`src/rtl/acc_drain.sv`:
```
// acc_drain: read-side drain engine for the two-entry result accumulator.
// It snapshots both accumulator words and the base address when a trigger
// arrives: a rising edge of full, or a one-cycle drain_req pulse. It then
// writes the two words to the unified buffer at base and base+1, using the
// ub_wr_en/ub_wr_ready handshake for each word.
//
// State table:
//   IDLE | waiting for a trigger (full rising edge or drain_req)
//   WR0  | presenting snapshot word 0 at base address
//   WR1  | presenting snapshot word 1 at base address + 1 (wraps)
//   DONE | one-cycle done pulse; a trigger here is an overrun
//
// Ports:
//   clk, reset            clock, synchronous active-high reset
//   full                  accumulator full level
//   acc_mem_0/acc_mem_1   accumulator words (sampled at trigger)
//   drain_req             one-cycle request to re-drain current contents
//   base_addr             buffer address of word 0 (sampled at trigger)
//   ub_wr_en/addr/data    buffer write port (registered)
//   ub_wr_ready           buffer accepts the presented word this cycle
//   busy                  drain in progress (WR0, WR1, DONE)
//   done                  one-cycle pulse after the last word is accepted
//   overrun               sticky: a trigger arrived while not idle
module acc_drain #(
   parameter int DATA_W = 32,
   parameter int ADDR_W = 8
) (
   input  logic              clk,
   input  logic              reset,
   input  logic              full,
   input  logic [DATA_W-1:0] acc_mem_0,
   input  logic [DATA_W-1:0] acc_mem_1,
   input  logic              drain_req,
   input  logic [ADDR_W-1:0] base_addr,
   output logic              ub_wr_en,
   output logic [ADDR_W-1:0] ub_wr_addr,
   output logic [DATA_W-1:0] ub_wr_data,
   input  logic              ub_wr_ready,
   output logic              busy,
   output logic              done,
   output logic              overrun
);

   typedef enum logic [1:0] {IDLE, WR0, WR1, DONE} state_t;

   state_t            state_q, state_d;
   logic              full_q;
   logic              trigger;
   logic [DATA_W-1:0] snap0_q, snap0_d;
   logic [DATA_W-1:0] snap1_q, snap1_d;
   logic [ADDR_W-1:0] base_q, base_d;
   logic              en_d, busy_d, done_d, overrun_d;
   logic [ADDR_W-1:0] addr_d;
   logic [DATA_W-1:0] data_d;

   always_comb begin
      state_d   = state_q;
      snap0_d   = snap0_q;
      snap1_d   = snap1_q;
      base_d    = base_q;
      overrun_d = overrun;
      trigger   = (full & ~full_q) | drain_req;

      case (state_q)
         IDLE: begin
            if (trigger) begin
               snap0_d = acc_mem_0;
               snap1_d = acc_mem_1;
               base_d  = base_addr;
               state_d = WR0;
            end
         end
         WR0:     if (ub_wr_ready) state_d = WR1;
         WR1:     if (ub_wr_ready) state_d = DONE;
         DONE:    state_d = IDLE;
         default: state_d = IDLE;
      endcase

      // Triggers outside IDLE are dropped; only the sticky flag records them.
      if (trigger && (state_q != IDLE)) overrun_d = 1'b1;

      // Outputs are decoded from the next state and registered. As a result,
      // they change on the same edge as the state and do not glitch.
      en_d   = (state_d == WR0) || (state_d == WR1);
      busy_d = (state_d != IDLE);
      done_d = (state_d == DONE);
      addr_d = '0;
      data_d = '0;
      if (state_d == WR0) begin
         addr_d = base_d;
         data_d = snap0_d;
      end else if (state_d == WR1) begin
         addr_d = base_d + ADDR_W'(1);
         data_d = snap1_d;
      end
   end

   always_ff @(posedge clk) begin
      if (reset) begin
         state_q    <= IDLE;
         full_q     <= 1'b0;
         snap0_q    <= '0;
         snap1_q    <= '0;
         base_q     <= '0;
         ub_wr_en   <= 1'b0;
         ub_wr_addr <= '0;
         ub_wr_data <= '0;
         busy       <= 1'b0;
         done       <= 1'b0;
         overrun    <= 1'b0;
      end else begin
         state_q    <= state_d;
         full_q     <= full;
         snap0_q    <= snap0_d;
         snap1_q    <= snap1_d;
         base_q     <= base_d;
         ub_wr_en   <= en_d;
         ub_wr_addr <= addr_d;
         ub_wr_data <= data_d;
         busy       <= busy_d;
         done       <= done_d;
         overrun    <= overrun_d;
      end
   end

endmodule
```
`config.mk`:
```
export PLATFORM = sky130hd
export DESIGN_NAME = acc_drain
export DESIGN_NICKNAME = d
export VERILOG_FILES = /design/src/rtl/acc_drain.sv
export SDC_FILE = /design/constraint.sdc
export NUM_CORES = 1
export LEC_CHECK = 0
export ABC_AREA = 1
export ABC_CLOCK_PERIOD_IN_PS = 3300
export BUFFER_PORTS_ARGS = -buffer_cell sky130_fd_sc_hd__buf_4
export CAP_MARGIN = 20
export CORE_AREA = 10 10 150 152
export CTS_CLUSTER_SIZE = 14
export DETAILED_ROUTE_END_ITERATION = 12
export DIE_AREA = 0 0 160 162
export GPL_ROUTABILITY_DRIVEN = 0
export PLACE_DENSITY = 0.4
export REMOVE_ABC_BUFFERS = 1
export SETUP_SLACK_MARGIN = 0.2
export SYNTH_ARGS = -nofsm -noshare
export SYNTH_HDL_FRONTEND = slang
export SYNTH_SLANG_ARGS = --single-unit
```
`constraint.sdc`:
```
create_clock -name clk -period 3.3 [get_ports clk]
set_input_delay 0.165 -clock clk [delete_from_list [all_inputs] [get_ports clk]]
set_output_delay 0.165 -clock clk [all_outputs]
set_load 0.005 [all_outputs]
```
Word-level counts from Yosys, hierarchy flattened
Cells that the tools add are included.

word-level totals
  flip-flop bits (word level) = 119
  input bits = 77
  word-level logic and storage cells = 40

operators by class
  add/subtract/negate cells = 1
  equality and inequality tests = 6
  multiplexer cells = 14
  bitwise operators = 3
  reductions and logical operators = 5

operator list
  cell                   count
  $mux W32               6
  $mux W8                4
  $add A8 B1 Y8 const B  1
  $eq A2 B2 Y1 const B   4
  $pmux W2 S4            1
  $mux W2                3
  $eq A2 B1 Y1 const B   2
  $reduce_bool A2 Y1     2
  $logic_not A2 Y1       1
  $and A1 B1 Y1          1
  $logic_and A1 B1 Y1    1
  $logic_or A1 B1 Y1     1
  $not A1 Y1             1
  $or A1 B1 Y1           1

Depth between registers and ports, before layout
Gate-level depths: netlist (run 1).

  depth in word-level cells = 8
  gate-level depth with buffers = 14
  gate-level depth less buffers = 13

Least setup slack after synthesis (run 1)
No wires, ideal clock.

  kind = register to register
  start = reg state_q[1]
  end = reg ub_wr_data[11]
  data arrival time = 2.026 ns
  setup slack = 1.214 ns
  stages on the path, launching flop included = 10
  period minus slack after synthesis = 2.086 ns
  cell sequence = dfxtp_1 > nor2_4 > inv_1 > o21ai_0 > inv_1 > ha_1 > buf_2 > nor2_1 > clkbuf_1 > a22o_1

on the way
  longest elaborated chain between the ends = 5

RTL lines
  element                                     RTL line  RTL
  start, declared                             46        state_t state_q, state_d;
  start signal, assigned                      112       state_q <= state_d;
  $eq A2 B2 Y1, or another cell as far along  64        case (state_q)
  $pmux W2 S4 (*)                             64
  net state_d[0]                              46
  $eq A2 B2 Y1                                92        end else if (state_d == WR1) begin
  $mux W32                                    92
  $mux W32 (*)                                89        if (state_d == WR0) begin
  end signal, assigned                        119       ub_wr_data <= data_d;
  end, declared                               37        output logic [DATA_W-1:0] ub_wr_data,

Mark *: on every way through the listed nets, which the timed path passes. The rest lies on a longest branch.
A chain may end at the register's enable or synchronous reset.

Final worst setup path (run 1)
  start = in full
  end = reg ub_wr_addr[1]

on the way
  longest elaborated chain between the ends = 7

RTL lines
  element               RTL line  RTL
  start, declared       30        input logic full,
  $and A1 B1 Y1 (*)     62        trigger = (full & ~full_q) | drain_req;
  $or A1 B1 Y1 (*)      62
  $mux W2 (*)           66        if (trigger) begin
  $pmux W2 S4 (*)       64
  net state_d[0]        46
  $eq A2 B2 Y1          92
  $mux W8               92
  $mux W8 (*)           89
  end signal, assigned  118       ub_wr_addr <= addr_d;
  end, declared         36        output logic [ADDR_W-1:0] ub_wr_addr,

Marks and branches as above.

==> results of run 1 <==
where the power goes:
part / internal (W) / leakage [nW] / switching, W
clock network: 0.00118 / 0.287 / 0.000617
registers: 0.00162 / 0.983 / 0.0000528
logic: 0.000323 / 1.43 / 0.000444
total: 0.00313 / 2.70 / 0.00111
final cells by class:
cell class,count,area (µm²)
fillers,2080,13300
flip-flops and latches,119,2380
multi-input cells,304,1780
repair buffers,126,973
clock buffers,27,543
well taps,265,332
inverters,22,82.6
clock inverters,2,35.0
worst min-delay path, delay by kind of cell:
kind                   cells  cell delay (ns)
AOI/OAI and AO/OA          1             0.08
and+or+nand+nor            1             0.08
buffers and inverters      1             0.09
worst paths after layout:
path	startpoint	endpoint	slack (ns)	cells after the start
worst min-delay path	base_addr[2]	base_q[2]	0.05	3
worst max register to register	state_q[1]	ub_wr_addr[1]	0.88	10
worst min register to register	base_q[0]	base_q[0]	0.47	2
worst max-delay path	full	ub_wr_addr[1]	0.85	11
registers in the layout, summed over array words and instances, names as in the netlist:
register and flops:
snap1_q 32, busy 1, full_q 1, ub_wr_en 1, overrun 1, done 1
state_q 2, snap0_q 32, ub_wr_data 32, base_q 8, ub_wr_addr 8
synth_stat cells:
cell type    n
buf_2       16
inv_1       21
ha_1         4
dfxtp_1    119
mux2i_1      1
o21ai_2      1
o21ai_1      7
a21boi_0     1
nor3_2      56
nor2_2       2
nand3_2      1
inv_2        1
clkbuf_1    10
nor2_4       1
a21oi_1      9
nand2_2      1
nand2_1     21
a22o_1      32
buf_4        1
o21ai_0      4
and2_1       1
nor2_1     151
nor3_1       5
nand3_1      5
buf_6        2
nand2_4      1
buf_1        1
layout by cell type, fill, tap and decap left out, types with 3 or more instances in the layout:
cell type / count
a22o_1: 32
ha_1: 3
o21ai_1: 7
dfxtp_1: 119
clkbuf_16: 17
inv_1: 21
nor3_2: 56
a21oi_1: 9
o21ai_0: 4
nand3_1: 5
buf_4: 123
nand2_1: 21
clkbuf_8: 8
nor2_1: 150
nor3_1: 5
per-stage QoR:
step                      instance area [µm²]  cells  util, %  power (W)
after floorplan                          4240    445        -    0.00212
after detailed placement                 5540    835     28.6    0.00250
final                                    6130    865     31.6    0.00424
after global routing                     6130    865     31.6    0.00448
after global placement                   5540    835     28.6    0.00248
after CTS                                6130    865     31.6    0.00433
routing by layer:
layer / GRT usage [%] / up-vias
met2: 16.0 / 91
li1: - / 1783
met5: 0 / -
met1: 11.5 / 1646
met3: 3.97 / 18
met4: 3.96 / 0
logic make-up (layout without fill, tap and decap cells):
group,after synthesis,in the layout,synth area share (%)
AND/OR/NAND/NOR,245,245,29.9
flip-flops,119,119,54.3
AO/OA/AOI/OAI,54,54,9.04
buffers and inverters,52,177,5.33
adder cells (fa/ha/maj),4,4,1.14
multiplexers,1,1,0.228
timing repair:
action,4_1_cts,5_1_grt
endpoints found under the setup margin,0,0
endpoints found under the hold margin,1,0
hold buffers,1,0
==> key figures, run 1 <==
STA
  – Hold_ws: 0.0465 ns
  – Fin worst setup slack: 0.852 ns
  – Slew HR: 56.4%
  – Clock Skew: 0.00688 ns
  – Final setup viols: 0
  – Final-report hold violation count: 0
  – Period utilization: 74.2%
  – Worst-Margin Slew: 0.653 ns
  – Minimum clock period: 2.45 ns
  – Final slew viol count: 0
  – RSZ-0062 raised after global routing: false
  – Setup TNS: 0 ns
  – Achievable Freq: 0.409 GHz

CTS
  – Post-CTS setup buffers: 0
  – CTS tree: yes
  – Clock-pin slew on the worst setup and hold paths: 0.05 ns
  – Clk sinks: 119
  – PostCTS Resize Cnt: 0
  – H-tree lvl count: 4
  – TritonCTS Buffers: 17
  – Clock buffer depth: 2
  – CTS Root Cell: clkbuf_16
  – Worst skew pair latency: 0.41 ns

Layout
  – Final net count: 671
  – Antenna diode count: 0
  – Share of cells above drive strength 1: 36.3%
  – P&R area growth vs syn: 39.7%

Detailed routing
  – Met3 wire length: 729 µm
  – Initial DRC count: 84
  – Met2 wire length: 6010 µm
  – DRC viols: 0
  – DR vias: 3538
  – Max layer used: met4
  – WL final: 12600 µm
  – Via density: 4.09
  – Metal-1 WL: 5670 µm
  – Final ANT Viol Nets: 0
  – Initial DRT Pass Iterations: 4
  – Routed wire per std cell: 14.6 µm

Global route
  – Global-route wire length before repair: 20400 µm
  – Antenna violations before repair: 0
  – Total gr overflow: 0
  – Vias in the first global route: 3934
  – Largest net degree at the start of global routing: 47
  – Overall Global Routing Usage: 9.90%

Floorplan
  – Full die area: 0.0259 mm²
  – # IOs: 121
  – FP Rows: 51
  – Die height: 162 µm
  – Core ar.: 0.0194 mm²
  – Starting density of the core: 22.6%
  – Die width: 160 µm

Power
  – Pleak: 2.70 nW
  – Cell Pwr Density: 692 mW/mm²
  – Peak supply drop: 338 µV

Worst setup path
  – CP Capture Type: flop
  – WS Path Type: primary input to flop
  – Req. time, crit path: 3.65 ns
  – Critical Path Start Type: primary input
  – WP data arrival: 2.80 ns
  – Cell breakdown of the critical path: dlygate4sd3_1 > buf_4 > nand2_1 > nand2_2 > o21ai_0 > inv_1 > ha_2 > inv_1 > a21oi_1 > o21ai_0 > a21oi_1
  – Kind of cell adding the most delay to the critical path: compound AO/OA/AOI/OAI gates
  – Slowest-stage cell, CP: ha_2
  – Max incr delay on CP: 0.55 ns
  – CP max FO: 21
  – WP buf/inv: 4

Placement
  – Post-DP HPWL: 8660 µm
  – Dpl ws: 0.848 ns
  – # port buffers: 120

Job
  – Max-cap viol count: 0

Synthesis
  – Netlist Area Pre-Place: 0.00439 mm²
  – Mean post-synth cell area: 9.24 µm²
  – Count of cell types in the netlist: 27
  – Synth top area share: 54.3%
  – Seq/Total Area, Yosys: 54.3%
  – Yosys top cell by area: dfxtp_1
  – Synth area leaders: dfxtp_1 (54%), nor2_1 (13%), nor3_2 (13%)
  – Post-Synthesis Cells: 475
  – #FFs+latches synth: 119
  – Yosys warns: 0

Hold path
  – HP Class: primary input to flop

Run status
  – Status: finished, final reports clean
No activity file was read; power rests on OpenSTA's default activity.
==> inputs of run 2 (changes only) <==
ABC_CLOCK_PERIOD_IN_PS = 2450   (was 3300)
clock period = 2.45 ns   (was 3.3 ns; I/O delays follow)
==> run 2 against run 1 <==
Worst hold slack worse by 0.025 ns. Utilization up 0.42 points. Via count up 0.48%. Sequential share of layout area down 0.51 points. Critical endpoint is now ub_wr_addr[7]. Largest cell class unchanged.
==> key figures, run 2 (same netlist as run 1, synthesis figures left out) <==
Detailed routing
  – Initial DRC count: 113
  – Via density: 4.06
  – Initial DRT Pass Iterations: 4
  – Metal-1 WL: 5990 µm
  – DRC viols: 0
  – Routed wire per std cell: 14.4 µm
  – Max layer used: met4
  – Final ANT Viol Nets: 0
  – Met3 wire length: 633 µm
  – WL final: 12600 µm
  – Met2 wire length: 5850 µm
  – DR vias: 3555

Power
  – Cell Pwr Density: 939 mW/mm²
  – Peak supply drop: 439 µV
  – Comb pwr share: 18.3%
  – Sw power: 0.00154 W
  – Sequential Power Share: 38.6%
  – Final Total Pwr: 0.00583 W
  – Switching share of power: 26.4%
  – Clk network pwr share: 43.1%
  – Pleak: 2.74 nW
  – Internal Power: 0.00429 W

Worst setup path
  – CP Capture Type: flop
  – Kind of cell adding the most delay to the critical path: simple AND/OR/NAND/NOR gates
  – WP data arrival: 2.31 ns
  – Cell mode on critical path: inv_1
  – Max incr delay on CP: 0.33 ns
  – Req. time, crit path: 2.79 ns
  – CP max FO: 11
  – Slowest-stage cell, CP: dfxtp_1
  – WS Path Type: flop to flop
  – Cell breakdown of the critical path: nor2_4 > inv_1 > o21ai_1 > inv_1 > ha_4 > inv_1 > nand3_1 > nor2_2 > nand3_2 > nand2_1 > nand2_1 > nor2_1
  – WP buf/inv: 3
  – Critical Path Start Type: flop

Placement
  – # port buffers: 120
  – Placed Instances: 841
  – Placed inst area: 0.00557 mm²
  – Post-DP HPWL: 8810 µm

CTS
  – Clock-pin slew on the worst setup and hold paths: 0.06 ns
  – CTS Root Cell: clkbuf_16
  – CTS tree: yes
  – H-tree lvl count: 4
  – Clk sinks: 119
  – TritonCTS Buffers: 17
  – Clock buffer depth: 2
  – Worst skew pair latency: 0.41 ns

Global route
  – Largest net degree at the start of global routing: 39
  – Antenna violations before repair: 0
  – Vias in the first global route: 3783
  – Total gr overflow: 0
  – Overall Global Routing Usage: 9.81%
  – Global-route wire length before repair: 20300 µm

Layout
  – Filler Cell Count: 2091
  – Top flop regs: snap0_q x32, snap1_q x32, ub_wr_data x32
  – P&R area growth vs syn: 41.6%
  – Final instance area: 0.00621 mm²
  – Share of cells above drive strength 1: 37.4%
  – Antenna diode count: 0
  – Final net count: 678
  – Most frequent cells in the layout: nor2_1 (150), buf_4 (130), dfxtp_1 (119), nor3_2 (56), a22o_1 (32)
  – Non-Filler Instances: 875
  – Commonest non-fill, non-tap cell in the layout: nor2_1

Job
  – Max-cap viol count: 0

Floorplan
  – Die width: 160 µm
  – FP Rows: 51
  – Core ar.: 0.0194 mm²
  – Die height: 162 µm
  – Starting density of the core: 22.6%
  – # IOs: 121
  – Full die area: 0.0259 mm²

STA
  – Slew HR: 70.3%
  – Period utilization: 80.3%
  – Clock Skew: 0.00795 ns
  – Final slew viol count: 0
  – Achievable Freq: 0.508 GHz
  – RSZ-0062 raised after global routing: false
  – Final setup viols: 0
  – Worst-Margin Slew: 0.446 ns
  – Minimum clock period: 1.97 ns
  – Final-report hold violation count: 0

Run status
  – Status: finished, final reports clean

Hold path
  – HP Class: primary input to flop
## run 2: timing repair
action | in CTS | in global routing
endpoints found under the setup margin | 0 | 17
hold endpoints to repair | 1 | 0
buffers inserted | 0 | 1
gates resized for setup | 0 | 2
hold buffers | 1 | 0
## run 2: power groups by stage
stage | Combinational (W) | Clock [W] | Sequential (W)
2_1_floorplan | 0.000569 | 0 | 0.00229
3_3_place_gp | 0.00105 | 0 | 0.00230
3_5_place_dp | 0.00107 | 0 | 0.00229
4_1_cts | 0.00108 | 0.00260 | 0.00226
5_1_grt | 0.00121 | 0.00268 | 0.00228
6_report | 0.00107 | 0.00251 | 0.00225
## run 2: tightest hold or removal path: stages
cell and delay, ns:
buf_4 0.09, o21ai_2 0.08, nor2_1 0.09
## run 2: per-stage QoR
stage	TNS (ns)	worst slack, ns	hold WS [ns]	utilization (%)
2_1_floorplan	-17.54	-0.660	0.189	-
3_3_place_gp	0	0.340	0.337	28.7
3_5_place_dp	0	0.239	0.350	28.7
4_1_cts	0	0.211	0.000392	31.9
5_1_grt	0	0.203	0.0351	32.0
6_report	0	0.482	0.0217	32.0
## run 2: final cells by class
cell class | count | area, µm² | share of cell area, %
sequential | 119 | 2380 | 38.4
multi-input combinational | 304 | 1790 | 28.8
timing repair buffer | 133 | 1020 | 16.4
clock buffer | 25 | 515 | 8.30
tap | 265 | 332 | 5.34
clock inverter | 7 | 90.1 | 1.45
inverter | 22 | 82.6 | 1.33
## run 2: metal layers
layer  up-vias  global-route usage, %
li1       1795                      -
met2        85                   15.4
met5         -                      0
met4         0                   3.51
met3        10                   3.84
met1      1665                   11.9
## run 2: final timing paths
kind                start             to  slack (ns)  depth (start not counted)
max reg2reg    state_q[1]  ub_wr_addr[7]        0.48                         12
max            state_q[1]  ub_wr_addr[7]        0.48                         12
min reg2reg     base_q[0]      base_q[0]        0.48                          2
min          base_addr[2]      base_q[2]        0.02                          3
